==> config.mk <==
export PLATFORM = sky130hd
export DESIGN_NAME = alu_div_flat
export DESIGN_NICKNAME = d
export VERILOG_FILES = /design/src/rtl/alu_div_if.sv /design/src/rtl/alu_div.sv /design/src/flat_wrapper.sv
export SDC_FILE = /design/constraint.sdc
export NUM_CORES = 1
export LEC_CHECK = 0
export ABC_AREA = 1
export CAP_MARGIN = 20
export CORE_ASPECT_RATIO = 1.25
export CORE_MARGIN = 4
export CORE_UTILIZATION = 55
export DETAILED_ROUTE_END_ITERATION = 16
export HOLD_SLACK_MARGIN = 0.08
export MAX_ROUTING_LAYER = met4
export PLACE_DENSITY_LB_ADDON = 0.1
export SLEW_MARGIN = 20
export SYNTH_ARGS = -nofsm -noshare
export SYNTH_HDL_FRONTEND = slang
export SYNTH_SLANG_ARGS = --single-unit
==> constraint.sdc <==
create_clock -name clk -period 11.1 [get_ports clk]
set_clock_uncertainty 0.05 [all_clocks]
set_input_delay 2.22 -clock clk [delete_from_list [all_inputs] [get_ports clk]]
set_output_delay 2.22 -clock clk [all_outputs]
set_load 0.05 [all_outputs]
==> src/rtl/alu_div_if.sv <==
// Request/response bundle between the ALU operand mux and the iterative divider.
// The master side issues requests; the slave side (divider) returns busy/done/result.
interface alu_div_if #(
  parameter int DATA_WIDTH = 32
);
  logic                  div_start_i;
  logic [1:0]            div_op_i;
  logic [DATA_WIDTH-1:0] div_src1_i;
  logic [DATA_WIDTH-1:0] div_src2_i;
  logic                  flush_i;
  logic                  div_busy_o;
  logic                  div_done_o;
  logic [DATA_WIDTH-1:0] div_result_o;

  modport master (
    output div_start_i, div_op_i, div_src1_i, div_src2_i, flush_i,
    input  div_busy_o, div_done_o, div_result_o
  );

  modport slave (
    input  div_start_i, div_op_i, div_src1_i, div_src2_i, flush_i,
    output div_busy_o, div_done_o, div_result_o
  );
endinterface

==> src/rtl/alu_div.sv <==
// Radix-2 restoring RV32M divider (DIV/DIVU/REM/REMU), one quotient bit per cycle.
// Division by zero and signed overflow are resolved at the accepting edge.
module alu_div #(
  parameter int DATA_WIDTH = 32,
  parameter int CNT_WIDTH  = 6
) (
  input  logic     clk,
  input  logic     rst_n,
  alu_div_if.slave bus
);

  typedef enum logic [1:0] {
    S_IDLE = 2'd0,
    S_CALC = 2'd1,
    S_DONE = 2'd2
  } state_e;

  localparam logic [DATA_WIDTH-1:0] ZERO_W  = {DATA_WIDTH{1'b0}};
  localparam logic [DATA_WIDTH-1:0] ONES_W  = {DATA_WIDTH{1'b1}};
  localparam logic [DATA_WIDTH-1:0] MIN_NEG = {1'b1, {(DATA_WIDTH-1){1'b0}}};
  localparam logic [CNT_WIDTH-1:0]  CNT_ONE = {{(CNT_WIDTH-1){1'b0}}, 1'b1};
  localparam logic [CNT_WIDTH-1:0]  CNT_ZERO = {CNT_WIDTH{1'b0}};
  localparam logic [CNT_WIDTH-1:0]  CNT_LAST = CNT_WIDTH'(DATA_WIDTH - 1);

  function automatic logic [DATA_WIDTH-1:0] neg_f(input logic [DATA_WIDTH-1:0] v);
    return (~v) + {{(DATA_WIDTH-1){1'b0}}, 1'b1};
  endfunction

  function automatic logic [DATA_WIDTH-1:0] abs_f(input logic [DATA_WIDTH-1:0] v,
                                                  input logic                  is_signed);
    logic [DATA_WIDTH-1:0] r;
    if (is_signed && v[DATA_WIDTH-1]) begin
      r = neg_f(v);
    end else begin
      r = v;
    end
    return r;
  endfunction

  state_e                state_q, state_d;
  logic [CNT_WIDTH-1:0]  cnt_q, cnt_d;
  logic [DATA_WIDTH-1:0] quot_q, quot_d;
  logic [DATA_WIDTH-1:0] rem_q, rem_d;
  logic [DATA_WIDTH-1:0] dvsr_q, dvsr_d;
  logic                  qsign_q, qsign_d;
  logic                  rsign_q, rsign_d;
  logic                  rem_sel_q, rem_sel_d;
  logic [DATA_WIDTH-1:0] result_q, result_d;

  logic                  is_signed_s;
  logic                  accept_s;
  logic                  dvsr_zero_s;
  logic                  ovf_s;
  logic [DATA_WIDTH:0]   shifted_s;
  logic [DATA_WIDTH:0]   trial_s;
  logic                  qbit_s;
  logic [DATA_WIDTH-1:0] rem_nxt_s;
  logic [DATA_WIDTH-1:0] quot_nxt_s;

  // State and datapath registers
  always_ff @(posedge clk or negedge rst_n) begin
    if (!rst_n) begin
      state_q   <= S_IDLE;
      cnt_q     <= CNT_ZERO;
      quot_q    <= ZERO_W;
      rem_q     <= ZERO_W;
      dvsr_q    <= ZERO_W;
      qsign_q   <= 1'b0;
      rsign_q   <= 1'b0;
      rem_sel_q <= 1'b0;
      result_q  <= ZERO_W;
    end else begin
      state_q   <= state_d;
      cnt_q     <= cnt_d;
      quot_q    <= quot_d;
      rem_q     <= rem_d;
      dvsr_q    <= dvsr_d;
      qsign_q   <= qsign_d;
      rsign_q   <= rsign_d;
      rem_sel_q <= rem_sel_d;
      result_q  <= result_d;
    end
  end

  // Next-state, operand capture and one restoring step per CALC cycle
  always_comb begin
    state_d   = state_q;
    cnt_d     = cnt_q;
    quot_d    = quot_q;
    rem_d     = rem_q;
    dvsr_d    = dvsr_q;
    qsign_d   = qsign_q;
    rsign_d   = rsign_q;
    rem_sel_d = rem_sel_q;
    result_d  = result_q;

    is_signed_s = ~bus.div_op_i[0];
    accept_s    = bus.div_start_i && ((state_q == S_IDLE) || (state_q == S_DONE));
    dvsr_zero_s = (bus.div_src2_i == ZERO_W);
    ovf_s       = is_signed_s && (bus.div_src1_i == MIN_NEG) && (bus.div_src2_i == ONES_W);

    shifted_s  = {rem_q, quot_q[DATA_WIDTH-1]};
    trial_s    = shifted_s - {1'b0, dvsr_q};
    qbit_s     = ~trial_s[DATA_WIDTH];
    rem_nxt_s  = qbit_s ? trial_s[DATA_WIDTH-1:0] : shifted_s[DATA_WIDTH-1:0];
    quot_nxt_s = {quot_q[DATA_WIDTH-2:0], qbit_s};

    if (bus.flush_i) begin
      state_d = S_IDLE;
    end else begin
      case (state_q)
        S_IDLE, S_DONE: begin
          if (accept_s) begin
            cnt_d     = CNT_ZERO;
            rem_d     = ZERO_W;
            quot_d    = abs_f(bus.div_src1_i, is_signed_s);
            dvsr_d    = abs_f(bus.div_src2_i, is_signed_s);
            qsign_d   = is_signed_s && (bus.div_src1_i[DATA_WIDTH-1] ^ bus.div_src2_i[DATA_WIDTH-1]);
            rsign_d   = is_signed_s && bus.div_src1_i[DATA_WIDTH-1];
            rem_sel_d = bus.div_op_i[1];
            // Corner cases bypass the iteration and deliver in the next cycle
            if (dvsr_zero_s) begin
              state_d  = S_DONE;
              result_d = bus.div_op_i[1] ? bus.div_src1_i : ONES_W;
            end else if (ovf_s) begin
              state_d  = S_DONE;
              result_d = bus.div_op_i[1] ? ZERO_W : MIN_NEG;
            end else begin
              state_d = S_CALC;
            end
          end else if (state_q == S_DONE) begin
            state_d = S_IDLE;
          end else begin
            state_d = S_IDLE;
          end
        end
        S_CALC: begin
          rem_d  = rem_nxt_s;
          quot_d = quot_nxt_s;
          cnt_d  = cnt_q + CNT_ONE;
          if (cnt_q == CNT_LAST) begin
            state_d = S_DONE;
            if (rem_sel_q) begin
              result_d = rsign_q ? neg_f(rem_nxt_s) : rem_nxt_s;
            end else begin
              result_d = qsign_q ? neg_f(quot_nxt_s) : quot_nxt_s;
            end
          end else begin
            state_d = S_CALC;
          end
        end
        default: begin
          state_d = S_IDLE;
        end
      endcase
    end
  end

  assign bus.div_busy_o   = (state_q == S_CALC);
  assign bus.div_done_o   = (state_q == S_DONE);
  assign bus.div_result_o = result_q;

endmodule
==> src/flat_wrapper.sv <==
// flat-port wrapper written by rule: the top's interface ports become plain ports
module alu_div_flat 
#(
  parameter int DATA_WIDTH = 32,
  parameter int CNT_WIDTH  = 6
)
  (clk, rst_n, bus_div_start_i, bus_div_op_i, bus_div_src1_i, bus_div_src2_i, bus_flush_i, bus_div_busy_o, bus_div_done_o, bus_div_result_o);
  alu_div_if #(.DATA_WIDTH(DATA_WIDTH)) bus_i ();
  input  logic clk;
  input  logic rst_n;
  input wire logic [$bits(bus_i.div_start_i)-1:0] bus_div_start_i;
  input wire logic [$bits(bus_i.div_op_i)-1:0] bus_div_op_i;
  input wire logic [$bits(bus_i.div_src1_i)-1:0] bus_div_src1_i;
  input wire logic [$bits(bus_i.div_src2_i)-1:0] bus_div_src2_i;
  input wire logic [$bits(bus_i.flush_i)-1:0] bus_flush_i;
  output wire logic [$bits(bus_i.div_busy_o)-1:0] bus_div_busy_o;
  output wire logic [$bits(bus_i.div_done_o)-1:0] bus_div_done_o;
  output wire logic [$bits(bus_i.div_result_o)-1:0] bus_div_result_o;
  assign bus_i.div_start_i = bus_div_start_i;
  assign bus_i.div_op_i = bus_div_op_i;
  assign bus_i.div_src1_i = bus_div_src1_i;
  assign bus_i.div_src2_i = bus_div_src2_i;
  assign bus_i.flush_i = bus_flush_i;
  assign bus_div_busy_o = bus_i.div_busy_o;
  assign bus_div_done_o = bus_i.div_done_o;
  assign bus_div_result_o = bus_i.div_result_o;
  alu_div #(.DATA_WIDTH(DATA_WIDTH), .CNT_WIDTH(CNT_WIDTH)) u_core (.clk(clk), .rst_n(rst_n), .bus(bus_i));
endmodule
==> reports/qor.yml <==
yosysSeqAreaShare: 0.275
synth_nets: 2139
intPower_mw: 1.95
final_common_cell: "nand2_1"
avgSynthCellArea_um2: 6.22
end_kind: "register"
setup_viol: 0
vdd_ir_drop_max_mv: 0.217
cts_resized: 0
power.density_nw_per_um2: 313
grt_usage: 0.347
cp_data_required_time_ns: 11.38
core_area_um2: 22400
dr.pass1.iters: 6
cts_hold_buf: 0
final_core_util: 0.643
post_cts.repair.setup_buffers: 0
antenna_found_initial: 0
ios: 104
post-route-period-util: 0.534
maxCapViolations: 0
cts_tree: "yes"
total_power_mw: 4.52
finalHoldViolCount: 0
finalMaxSlewViolations: 0
fin_crit_ns: 5.93
dpl.hpwl_um: 32800
cp_slowest_cell: "nand2_1"
dieArea_um2: 25500
drc_errors: 0
antennaDiodeCount: 0
dr.first_iter.drc_count: 1175
htree_num_levels: 4
die_x_um: 144
worstPathArrival_ns: 6.21
crit_top_cell: "nand2_1"
path_clk_slew_ns: 0.07
ant_nets: 0
p_seq_frac: 0.170
worst_pin_slew_ns: 1.04
routed_wl_um: 42300
tns_ns: 0
area_growth_pct: 14.3
layout-drive-gt1-share: 0.0602
slew_headroom: 0.306
ys_warn_count: 0
mappedNetlistArea_um2: 12600
switching_share: 0.568
dr_total_vias: 13700
clock.fmax_mhz: 169
clk_latency_ns: 0.44
cts_root_buf: "clkbuf_16"
routedWlPerCell_um: 17.7
p_clk_frac: 0.139
crit_type: "primary input to register"
grt_first_pass_wirelength_um: 67400
ys_types: 52
syn-instance-count: 2030
overflow: 0
final_cell_mix: "611 x nand2_1, 276 x inv_1, 179 x nor2_1"
p_switching_mw: 2.57
rows: 61
vias_per_cell: 5.72
numCtsBuffers: 17
status: "finished, final reports clean"
rsz0062_at_grt: "no"
synth_seq_cells: 139
p_leak_nw: 7.33
setup.worst_path.start_class: "primary input"
pwr-share-comb: 0.691
placed_cell_area_um2: 13800
fp.dieH_um: 177
stdcell_area_um2: 14400
nets: 2207
grt_pass1_vias: 13000
start_util: 0.563
routabilityCongestion: 1.01
cp_max_fo: 21
io_buffers: 103
cpPeakStageDelay_ns: 0.64
cts.path.max_buffers: 2
hold_class: "register to register"
grt_max_degree: 87
crit_chain: "clkdlybuf4s50_1, inv_1, nand2_1, inv_1, nand3_1, nor3_1, nand4_1, nor2_1, nor2_1, nand2_1, nand2_1, inv_1, nand2_1, inv_1, nand2_1, clkinv_1, a32o_1"
cts.sinks: 139
[cell type report]
| cell class | instances | area [um^2] |
|---|---|---|
| Clock buffer | 17 | 425 |
| Clock inverter | 14 | 203 |
| Fill cell | 2202 | 8000 |
| Inverter | 289 | 1080 |
| Multi-Input combinational cell | 1536 | 7770 |
| Sequential cell | 139 | 3480 |
| Tap cell | 283 | 354 |
| Timing Repair Buffer | 115 | 1120 |
[cells in the mapped netlist, drive strengths merged]
cell    number  area share
a221oi       1     0.00069
o221ai       7      0.0049
nand3      129       0.054
inv        284       0.084
nor4        11      0.0054
dfrtp      139        0.28
nor3b        1     0.00059
ha          38       0.038
nand3b       8      0.0048
fa           1      0.0016
or2          6      0.0030
o41ai        2      0.0014
nand2      649        0.21
nand4       31       0.015
a32o         2      0.0016
o31ai        5      0.0030
o21bai       6      0.0036
o22ai       24       0.012
clkinv       5      0.0015
xnor2       23       0.016
clkbuf      49       0.015
nor2       194       0.061
a21o         2      0.0012
o21ai      179       0.073
xor2        45       0.031
buf         17       0.010
and3         2     0.00099
a21oi       99       0.040
a31oi       11      0.0054
o211ai      23       0.014
and2         3      0.0017
nor3        34       0.015
[worst max-delay path, delay by kind of cell]
family / cells / cell delay [ns]
simple gates: 10 / 1.86
buf+inv: 6 / 1.76
compound gates: 1 / 0.35
[cells by family (layout without fill, tap and decap cells)]
| group | after synthesis | count (layout) | synth area share |
|---|---|---|---|
| AOI/OAI and AO/OA | 361 | 361 | 0.161 |
| DFF | 139 | 139 | 0.275 |
| adders and majority gates | 39 | 39 | 0.0392 |
| and+or+nand+nor | 1068 | 1068 | 0.367 |
| xor gates and xnor gates | 68 | 68 | 0.0471 |
| buffers and inverters | 355 | 435 | 0.111 |
[power groups by stage]
stage | clock network (mW) | logic (mW) | registers [mW]
after floorplan | 0 | 2.30 | 0.837
after global placement | 0 | 3.03 | 0.768
after CTS | 0.629 | 3.09 | 0.763
final | 0.628 | 3.13 | 0.767
after global routing | 0.650 | 3.50 | 0.780
after detailed placement | 0 | 3.07 | 0.770
[per-layer routing]
| layer | vias to the layer above | wire [um] | GRT usage |
|---|---|---|---|
| li1 | 6705 | - | - |
| met1 | 6312 | 16600 | 0.418 |
| met2 | 550 | 20700 | 0.583 |
| met3 | 132 | 2530 | 0.0340 |
| met4 | 0 | 2430 | 0.165 |
| met5 | - | 0 | - |
[per-stage QoR]
step	cells	worst slack (ns)	hold WS (ns)
finish	2393	5.17	0.431
global route	2393	4.80	0.449
CTS	2393	5.26	0.438
detailed placement	2362	4.80	0.419
global placement	2362	4.92	0.417
floorplan	2030	6.73	0.403
[worst paths after layout]
| check | startpoint | end | slack (ns) | depth (start not counted) |
|---|---|---|---|---|
| hold / removal | u_core.bus.div_result_o[23] | u_core.bus.div_result_o[23] | 0.43 | 2 |
| min in group asynchronous | rst_n | u_core.dvsr_q[7] | 1.81 | 1 |
| setup reg to reg | u_core.quot_q[31] | u_core.bus.div_result_o[30] | 5.77 | 31 |
| hold reg to reg | u_core.bus.div_result_o[23] | u_core.bus.div_result_o[23] | 0.43 | 2 |
| max in group asynchronous | rst_n | u_core.rem_q[7] | 7.88 | 2 |
| setup / recovery | bus_div_op_i[0] | u_core.bus.div_result_o[1] | 5.17 | 17 |
[state kept, by name, indices dropped and copies added, names as in the netlist]
register	count
u_core.state_q	2
u_core.cnt_q	6
u_core.rem_q	32
u_core.bus.div_result_o	32
u_core.rem_sel_q	1
u_core.dvsr_q	32
u_core.rsign_q	1
u_core.quot_q	32
u_core.qsign_q	1
No activity file was read; power rests on OpenSTA's default activity.
